`src/rtl/pipe_hazard_ctrl.sv`:
```
// Central stall/flush controller for the five-stage pipeline (load-use, redirect, dmem wait, MDU).
// Define PIPE_HAZARD_CTRL_PERF_EN to build the stall/redirect performance counters.
module pipe_hazard_ctrl #(
  parameter int CNT_W       = 32,
  parameter int MEM_TIMEOUT = 1024
) (
  input  logic             clk,
  input  logic             rst_n,
  input  logic [4:0]       decode_i_rs1,
  input  logic [4:0]       decode_i_rs2,
  input  logic             decode_i_rs1_ren,
  input  logic             decode_i_rs2_ren,
  input  logic             regE_i_mem_ren,
  input  logic [4:0]       regE_i_wb_rd,
  input  logic             execute_i_redirect,
  input  logic             execute_i_mdu_req,
  input  logic             execute_i_mdu_done,
  input  logic             regM_i_mem_req,
  input  logic             mem_i_ready,
  output logic             ctrl_o_mdu_start,
  output logic             ctrl_o_regF_stall,
  output logic             ctrl_o_regD_stall,
  output logic             ctrl_o_regE_stall,
  output logic             ctrl_o_regM_stall,
  output logic             ctrl_o_regD_flush,
  output logic             ctrl_o_regE_flush,
  output logic             ctrl_o_regM_flush,
  output logic             ctrl_o_regW_flush,
  output logic             ctrl_o_timeout,
  output logic [CNT_W-1:0] ctrl_o_stall_cnt,
  output logic [CNT_W-1:0] ctrl_o_flush_cnt
);

  typedef enum logic [1:0] {
    RUN      = 2'd0,
    MEM_WAIT = 2'd1,
    MDU_WAIT = 2'd2,
    MDU_HOLD = 2'd3
  } state_e;

  // Timer value at which the next stalled cycle completes MEM_TIMEOUT-1 waits.
  localparam logic [CNT_W-1:0] TMO_ARM = CNT_W'(MEM_TIMEOUT - 2);
  localparam logic [CNT_W-1:0] TMR_MAX = {CNT_W{1'b1}};

  state_e           state_q, state_d;
  logic [CNT_W-1:0] timer_q, timer_d;
  logic             timeout_q, timeout_d;
  logic             mem_stall_s;
  logic             mdu_busy_s;
  logic             rs1_hit_s;
  logic             rs2_hit_s;
  logic             load_use_s;

  // Hazard detection
  always_comb begin
    mem_stall_s = regM_i_mem_req & ~mem_i_ready;
    mdu_busy_s  = (((state_q == RUN) & execute_i_mdu_req) | (state_q == MDU_WAIT))
                  & ~execute_i_mdu_done;
    rs1_hit_s   = decode_i_rs1_ren & (decode_i_rs1 == regE_i_wb_rd);
    rs2_hit_s   = decode_i_rs2_ren & (decode_i_rs2 == regE_i_wb_rd);
    load_use_s  = regE_i_mem_ren & (regE_i_wb_rd != 5'd0) & (rs1_hit_s | rs2_hit_s);
  end

  // Prioritised stall/flush decode; reset loads bubbles into D..W
  always_comb begin
    ctrl_o_mdu_start  = 1'b0;
    ctrl_o_regF_stall = 1'b0;
    ctrl_o_regD_stall = 1'b0;
    ctrl_o_regE_stall = 1'b0;
    ctrl_o_regM_stall = 1'b0;
    ctrl_o_regD_flush = 1'b0;
    ctrl_o_regE_flush = 1'b0;
    ctrl_o_regM_flush = 1'b0;
    ctrl_o_regW_flush = 1'b0;
    if (!rst_n) begin
      ctrl_o_regD_flush = 1'b1;
      ctrl_o_regE_flush = 1'b1;
      ctrl_o_regM_flush = 1'b1;
      ctrl_o_regW_flush = 1'b1;
    end else if (mem_stall_s) begin
      ctrl_o_regF_stall = 1'b1;
      ctrl_o_regD_stall = 1'b1;
      ctrl_o_regE_stall = 1'b1;
      ctrl_o_regM_stall = 1'b1;
      ctrl_o_regW_flush = 1'b1;
    end else if (mdu_busy_s) begin
      ctrl_o_regF_stall = 1'b1;
      ctrl_o_regD_stall = 1'b1;
      ctrl_o_regE_stall = 1'b1;
      ctrl_o_regM_flush = 1'b1;
      ctrl_o_mdu_start  = (state_q == RUN);
    end else if (execute_i_redirect) begin
      // Fetch is redirected, so F keeps moving.
      ctrl_o_regD_flush = 1'b1;
      ctrl_o_regE_flush = 1'b1;
    end else if (load_use_s) begin
      ctrl_o_regF_stall = 1'b1;
      ctrl_o_regD_stall = 1'b1;
      ctrl_o_regE_flush = 1'b1;
    end else begin
      ctrl_o_mdu_start  = 1'b0;
    end
  end

  // Wait-state FSM next state
  always_comb begin
    state_d = state_q;
    case (state_q)
      RUN: begin
        if (mem_stall_s) begin
          state_d = MEM_WAIT;
        end else if (execute_i_mdu_req & ~execute_i_mdu_done) begin
          state_d = MDU_WAIT;
        end else begin
          state_d = RUN;
        end
      end
      MEM_WAIT: begin
        if (mem_i_ready) begin
          state_d = RUN;
        end else begin
          state_d = MEM_WAIT;
        end
      end
      MDU_WAIT: begin
        // A result arriving under a memory stall is parked until memory frees.
        if (execute_i_mdu_done) begin
          state_d = mem_stall_s ? MDU_HOLD : RUN;
        end else begin
          state_d = MDU_WAIT;
        end
      end
      MDU_HOLD: begin
        if (!mem_stall_s) begin
          state_d = RUN;
        end else begin
          state_d = MDU_HOLD;
        end
      end
      default: state_d = RUN;
    endcase
  end

  // Saturating memory-wait timer and sticky timeout
  always_comb begin
    if (!mem_stall_s) begin
      timer_d = '0;
    end else if (timer_q != TMR_MAX) begin
      timer_d = timer_q + CNT_W'(1);
    end else begin
      timer_d = timer_q;
    end
    timeout_d = timeout_q | (mem_stall_s & (timer_q >= TMO_ARM));
  end

  // State, timer and timeout registers
  always_ff @(posedge clk or negedge rst_n) begin
    if (!rst_n) begin
      state_q   <= RUN;
      timer_q   <= '0;
      timeout_q <= 1'b0;
    end else begin
      state_q   <= state_d;
      timer_q   <= timer_d;
      timeout_q <= timeout_d;
    end
  end

  assign ctrl_o_timeout = timeout_q;

`ifdef PIPE_HAZARD_CTRL_PERF_EN
  logic [CNT_W-1:0] stall_cnt_q, stall_cnt_d;
  logic [CNT_W-1:0] flush_cnt_q, flush_cnt_d;
  logic             stall_any_s;
  logic             redirect_win_s;

  // Counter increments; any stall output is set exactly in these cases out of reset
  always_comb begin
    stall_any_s    = mem_stall_s | mdu_busy_s | (load_use_s & ~execute_i_redirect);
    redirect_win_s = execute_i_redirect & ~mem_stall_s & ~mdu_busy_s;
    if (stall_any_s) begin
      stall_cnt_d = stall_cnt_q + CNT_W'(1);
    end else begin
      stall_cnt_d = stall_cnt_q;
    end
    if (redirect_win_s) begin
      flush_cnt_d = flush_cnt_q + CNT_W'(1);
    end else begin
      flush_cnt_d = flush_cnt_q;
    end
  end

  // Wrapping performance counters
  always_ff @(posedge clk or negedge rst_n) begin
    if (!rst_n) begin
      stall_cnt_q <= '0;
      flush_cnt_q <= '0;
    end else begin
      stall_cnt_q <= stall_cnt_d;
      flush_cnt_q <= flush_cnt_d;
    end
  end

  assign ctrl_o_stall_cnt = stall_cnt_q;
  assign ctrl_o_flush_cnt = flush_cnt_q;
`else
  assign ctrl_o_stall_cnt = '0;
  assign ctrl_o_flush_cnt = '0;
`endif

endmodule
```
`config.mk`:
```
export PLATFORM = sky130hd
export DESIGN_NAME = pipe_hazard_ctrl
export DESIGN_NICKNAME = d
export VERILOG_FILES = /design/src/rtl/pipe_hazard_ctrl.sv
export SDC_FILE = /design/constraint.sdc
export NUM_CORES = 1
export LEC_CHECK = 0
export BUFFER_PORTS_ARGS = -buffer_cell sky130_fd_sc_hd__buf_2
export CORE_UTILIZATION = 35
export CTS_BUF_LIST = sky130_fd_sc_hd__clkbuf_4 sky130_fd_sc_hd__clkbuf_8
export CTS_CLUSTER_DIAMETER = 80
export DETAILED_ROUTE_END_ITERATION = 8
export MAX_ROUTING_LAYER = met4
export PLACE_DENSITY = 0.64
export SYNTH_ARGS = -nofsm -noshare
export SYNTH_HDL_FRONTEND = slang
export SYNTH_SLANG_ARGS = --single-unit
```
`constraint.sdc`:
```
create_clock -name clk -period 2.11 [get_ports clk]
set_input_delay 0.1055 -clock clk [delete_from_list [all_inputs] [get_ports clk]]
set_output_delay 0.1055 -clock clk [all_outputs]
set_load 0.005 [all_outputs]
```
# Word level (Yosys, flattened, before mapping)

Index checks and enable logic that the tools add are counted.

Logic and storage cells: 60
Bits of input ports: 25
Register bits after elaboration: 35
Output and inout bits: 74

Magnitude comparators: 1
Reduce and logical (&&, ||, !) cells: 2
Equality and inequality tests: 7
Add/sub/neg operators: 1
Muxes and demuxes: 32
Bitwise logic cells: 14

Operator list:

| kind                    | number |
|---|---|
| $mux W32                | 2 |
| $add A32 B1 Y32 const B | 1 |
| $ge A32 B10 Y1 const B  | 1 |
| $ne A32 B32 Y1 const B  | 1 |
| $mux W1                 | 25 |
| $eq A5 B5 Y1            | 2 |
| $and A1 B1 Y1           | 9 |
| $mux W2                 | 4 |
| $pmux W2 S4             | 1 |
| $reduce_bool A5 Y1      | 1 |
| $eq A2 B2 Y1 const B    | 2 |
| $or A1 B1 Y1            | 3 |
| $eq A2 B1 Y1 const B    | 1 |
| $logic_not A2 Y1        | 1 |
| $ne A2 B1 Y1 const B    | 1 |
| $not A1 Y1              | 2 |

# Logic depth before layout (Yosys ltp)

Depth in word-level cells: 9
Depth in mapped cells: 7
Mapped depth without buffers: 6

# Worst setup path before layout

No wires, ideal clock.

Path type: register to register
Start: reg timer_q[19]
End: reg timer_q[13]
Required time: 2.032 ns
Stages on the path, launching flop included: 7
Setup slack: 0.349 ns
Period minus slack after synthesis: 1.761 ns
Path buffers: 1
Library setup time: 0.078 ns
Arrival time: 1.683 ns
Cell sequence: dfrtp_1 > and4_1 > and4_1 > buf_2 > a21o_1 > or4_1 > a21oi_1

Longest elaborated chain between the ends: 2

Ends and longest elaborated chain:

| what                     | line | source |
|---|---|---|
| start: declaration       | 46   | `logic [CNT_W-1:0] timer_q, timer_d;` |
| start signal: assignment | 164  | `timer_q <= timer_d;` |
| $ne A32 B32 Y1           | 148  | `end else if (timer_q != TMR_MAX) begin` |
| $ne A2 B1 Y1 (no line)   | n/a  |  |

Every way passes these cells.
A chain may end at the register's enable or synchronous reset.

# Worst setup path in the final report

Start: reg timer_q[1]
End: reg timer_q[29]

Longest elaborated chain between the ends: 3
Elaborated cells on any way between the ends: 5
Those cells by class: 1 x add/sub; 2 x eq/ne; 2 x mux

Ends and longest elaborated chain:

| what            | line | source |
|---|---|---|
| $add A32 B1 Y32 | 149  | `timer_d = timer_q + CNT_W'(1);` |
| $mux W32        | 148  |  |
| $mux W32        | 146  | `if (!mem_stall_s) begin` |

Several ways; a longest one is shown, not always the timed one. The select of a mux whose other input is x is not followed.

==> flow_results.xml <==
<?xml version="1.0" encoding="UTF-8"?>
<metrics>
  <group name="critical_path">
    <metric name="cpPeakStageDelay" unit="ns">0.49</metric>
    <metric name="critPathMaxFanout" unit="">8</metric>
    <metric name="sort_of_element_at_the_end_of_the_critical_path" unit="">flip-flop</metric>
    <metric name="class_of_the_most_critical_setup_path" unit="">flip-flop to flip-flop</metric>
    <metric name="timing.critical_path.from_type" unit="">flip-flop</metric>
    <metric name="path_delay_family" unit="">simple AND/OR/NAND/NOR gates</metric>
    <metric name="cp.required" unit="ns">2.26</metric>
    <metric name="cp_data_arrival_time" unit="ns">2.11</metric>
    <metric name="path_cells" unit="">ha_1, nand3_1, or4_4, o2111ai_4, or3_1, a21oi_1</metric>
    <metric name="cp.buffers_inverters" unit="">0</metric>
    <metric name="critPathSlowestCell" unit="">sky130_fd_sc_hd__or4_4</metric>
  </group>
  <group name="cells_and_area">
    <metric name="synth_to_layout_area_growth" unit="%">7.62</metric>
    <metric name="layout.cells.most_common_list" unit="">sky130_fd_sc_hd__conb_1 (64), sky130_fd_sc_hd__dfrtp_1 (35), sky130_fd_sc_hd__buf_2 (34)</metric>
    <metric name="finalNonFillerCells" unit="">450</metric>
    <metric name="layout.cells.most_common" unit="">sky130_fd_sc_hd__conb_1</metric>
    <metric name="finalNetCount" unit="">377</metric>
    <metric name="count_of_antenna_diodes_in_the_layout" unit="">0</metric>
    <metric name="layout-drive-gt1-share" unit="%">18.8</metric>
    <metric name="final_core_utilization" unit="%">39.5</metric>
  </group>
  <group name="timing">
    <metric name="finalCriticalPeriod" unit="ns">1.96</metric>
    <metric name="setup_viol_count_final" unit="">0</metric>
    <metric name="grt_setup_unrepaired" unit="">false</metric>
    <metric name="fin_ws" unit="ns">0.152</metric>
    <metric name="timing_hold_violations_final" unit="">0</metric>
    <metric name="final.setup.tns" unit="ns">0</metric>
    <metric name="fmax" unit="GHz">0.511</metric>
    <metric name="final.setup_skew" unit="ns">0.00554</metric>
    <metric name="timing.final.max_slew_violations" unit="">0</metric>
    <metric name="worst_hold_slack" unit="ns">0.0180</metric>
    <metric name="final_min_period_over_clock_period" unit="%">92.8</metric>
  </group>
  <group name="routing">
    <metric name="average_vias_per_placed_instance" unit="">4.70</metric>
    <metric name="antenna_left" unit="">0</metric>
    <metric name="drt_first_iter_violations" unit="">101</metric>
    <metric name="finalWirelength" unit="um">4980</metric>
    <metric name="routed-via-count" unit="">2116</metric>
    <metric name="drt_pass1_iterations" unit="">4</metric>
    <metric name="drc" unit="">0</metric>
    <metric name="post_drt_wl_per_cell" unit="um">11.1</metric>
  </group>
  <group name="yosys">
    <metric name="syn-mean-instance-area" unit="sq um">8.77</metric>
    <metric name="synth-seq-area-share" unit="%">32.5</metric>
    <metric name="synth_enable_flop_cells" unit="">0</metric>
    <metric name="synth-warning-count" unit="">0</metric>
    <metric name="number_of_standard_cells_after_synthesis" unit="">307</metric>
    <metric name="number_of_different_library_cells_in_the_post_synthesis_netlist" unit="">43</metric>
    <metric name="ys_async_sr_fraction" unit="%">100</metric>
    <metric name="synthesized_flop_and_latch_total" unit="">35</metric>
    <metric name="synth_ff_type" unit="">sky130_fd_sc_hd__dfrtp_1</metric>
    <metric name="mappedNetlistArea" unit="sq um">2690</metric>
  </group>
  <group name="clock_network">
    <metric name="numCtsBuffers" unit="">5</metric>
    <metric name="clock_tree.root_cell" unit="">sky130_fd_sc_hd__clkbuf_8</metric>
    <metric name="total_of_hold_buffers_inserted_after_clock_tree_synthesis" unit="">1</metric>
    <metric name="insertion_delay" unit="ns">0.28</metric>
    <metric name="htree_num_levels" unit="">2</metric>
    <metric name="clk_transition_reported_paths" unit="ns">0.07</metric>
    <metric name="post_cts_buffers" unit="">0</metric>
    <metric name="cts_num_sinks" unit="">35</metric>
    <metric name="cts_resized" unit="">0</metric>
    <metric name="cts_tree" unit="">built</metric>
    <metric name="cts_max_path_buffers" unit="">2</metric>
  </group>
  <group name="placed_design">
    <metric name="routabilityCongestion" unit="">0.808</metric>
    <metric name="dp_hpwl" unit="um">3800</metric>
    <metric name="placedCellCount" unit="">441</metric>
    <metric name="detailedPlace.worstSlack" unit="ns">0.189</metric>
    <metric name="io_buffer_count" unit="">34</metric>
  </group>
  <group name="grt">
    <metric name="grt.overflow.total" unit="">0</metric>
    <metric name="grt_max_degree" unit="">22</metric>
    <metric name="number_of_global_route_vias_before_repair" unit="">1747</metric>
    <metric name="grt_use_total" unit="%">12.9</metric>
    <metric name="grt_first_pass_wirelength" unit="um">7840</metric>
    <metric name="grt_antenna_before_repair" unit="">0</metric>
  </group>
  <group name="die">
    <metric name="die_area" unit="sq um">8040</metric>
    <metric name="initial_utilization" unit="%">36.7</metric>
    <metric name="die_y" unit="um">89.7</metric>
    <metric name="floorplan.io_pins" unit="">99</metric>
    <metric name="placement_rows" unit="">31</metric>
    <metric name="core-area" unit="sq um">7330</metric>
    <metric name="dieWidth" unit="um">89.7</metric>
  </group>
  <group name="worst_hold_path">
    <metric name="hold_path.class" unit="">primary input to flip-flop</metric>
  </group>
  <group name="power_and_ir_drop">
    <metric name="irDropWorstVdd" unit="uV">195</metric>
    <metric name="power_leakage" unit="nW">1.33</metric>
    <metric name="power-per-cell-area" unit="nW/um^2">476</metric>
  </group>
  <group name="run_status">
    <metric name="status" unit="">finished clean</metric>
  </group>
  <group name="run">
    <metric name="timing.max_cap.violations" unit="">0</metric>
  </group>
</metrics>
[synthesized netlist by cell type, types with 6 or more instances]
cell	n	area (sq um)
sky130_fd_sc_hd__nand3_1	8	40.0
sky130_fd_sc_hd__nor2_1	21	78.8
sky130_fd_sc_hd__and3_1	6	37.5
sky130_fd_sc_hd__nor4_1	8	50.1
sky130_fd_sc_hd__xor2_1	11	96.3
sky130_fd_sc_hd__a21oi_1	23	115
sky130_fd_sc_hd__o21ai_0	7	35.0
sky130_fd_sc_hd__buf_4	66	495
sky130_fd_sc_hd__o21ai_1	6	30.0
sky130_fd_sc_hd__or3_1	12	75.1
sky130_fd_sc_hd__and4_1	6	52.6
sky130_fd_sc_hd__xnor2_1	13	114
sky130_fd_sc_hd__dfrtp_1	35	876
sky130_fd_sc_hd__nand2_1	19	71.3
[path summary, 6_finish.rpt]
kind                                 from        endpoint  slack (ns)  cells past startpoint
setup / recovery               timer_q[1]     timer_q[29]        0.15                      6
hold / removal                mem_i_ready      state_q[0]        0.02                      2
setup reg to reg               timer_q[1]     timer_q[29]        0.15                      6
hold reg to reg            ctrl_o_timeout  ctrl_o_timeout        0.45                      1
max in group asynchronous           rst_n      timer_q[8]        1.18                      3
min in group asynchronous           rst_n     timer_q[26]        0.29                      2
[report_power, final]
group          internal, mW  leakage, nW  switching (mW)
Sequential            0.679        0.484         0.00712
Combinational        0.0564        0.795          0.0933
Clock                 0.311       0.0549           0.232
[logic make-up (layout without fill, tap and decap cells)]
| kind of cell | after synthesis | after routing | share of synthesized area [%] |
|---|---|---|---|
| flops | 35 | 35 | 32.5 |
| xor+xnor | 24 | 24 | 7.81 |
| fa+ha+maj | 2 | 2 | 0.930 |
| buf+inv | 79 | 60 | 20.4 |
| other cells | 1 | 64 | 0.139 |
| simple gates | 114 | 114 | 26.4 |
| compound gates | 52 | 52 | 11.9 |
[sequential cells by signal, summed over array words and instances (netlist names)]
| name | flops |
|---|---|
| timer_q | 32 |
| ctrl_o_timeout | 1 |
| state_q | 2 |
[area by class of cell]
cell class	count	area [sq um]
repair buffers	47	270
flip-flops and latches	35	876
clock buffers	8	104
multi-input cells	256	1500
inverters	5	18.8
fillers	750	4430
well taps	99	124
[routing by layer]
layer  routed length (um)  vias to the layer above  global-route usage, %
met5                    0                        -                      -
met4                   10                        0                   2.16
met3                  328                        2                   3.02
met2                 2290                       88                   20.7
met1                 2350                      984                   16.9
li1                     -                     1042                      -
[through the flow]
stage / cell area (sq um) / power, mW
2_1_floorplan: 2930 / 0.865
3_3_place_gp: 2780 / 0.846
3_5_place_dp: 2780 / 0.847
4_1_cts: 2900 / 1.39
5_1_grt: 2900 / 1.46
6_report: 2900 / 1.38
Power figures use the tool's default switching activity.
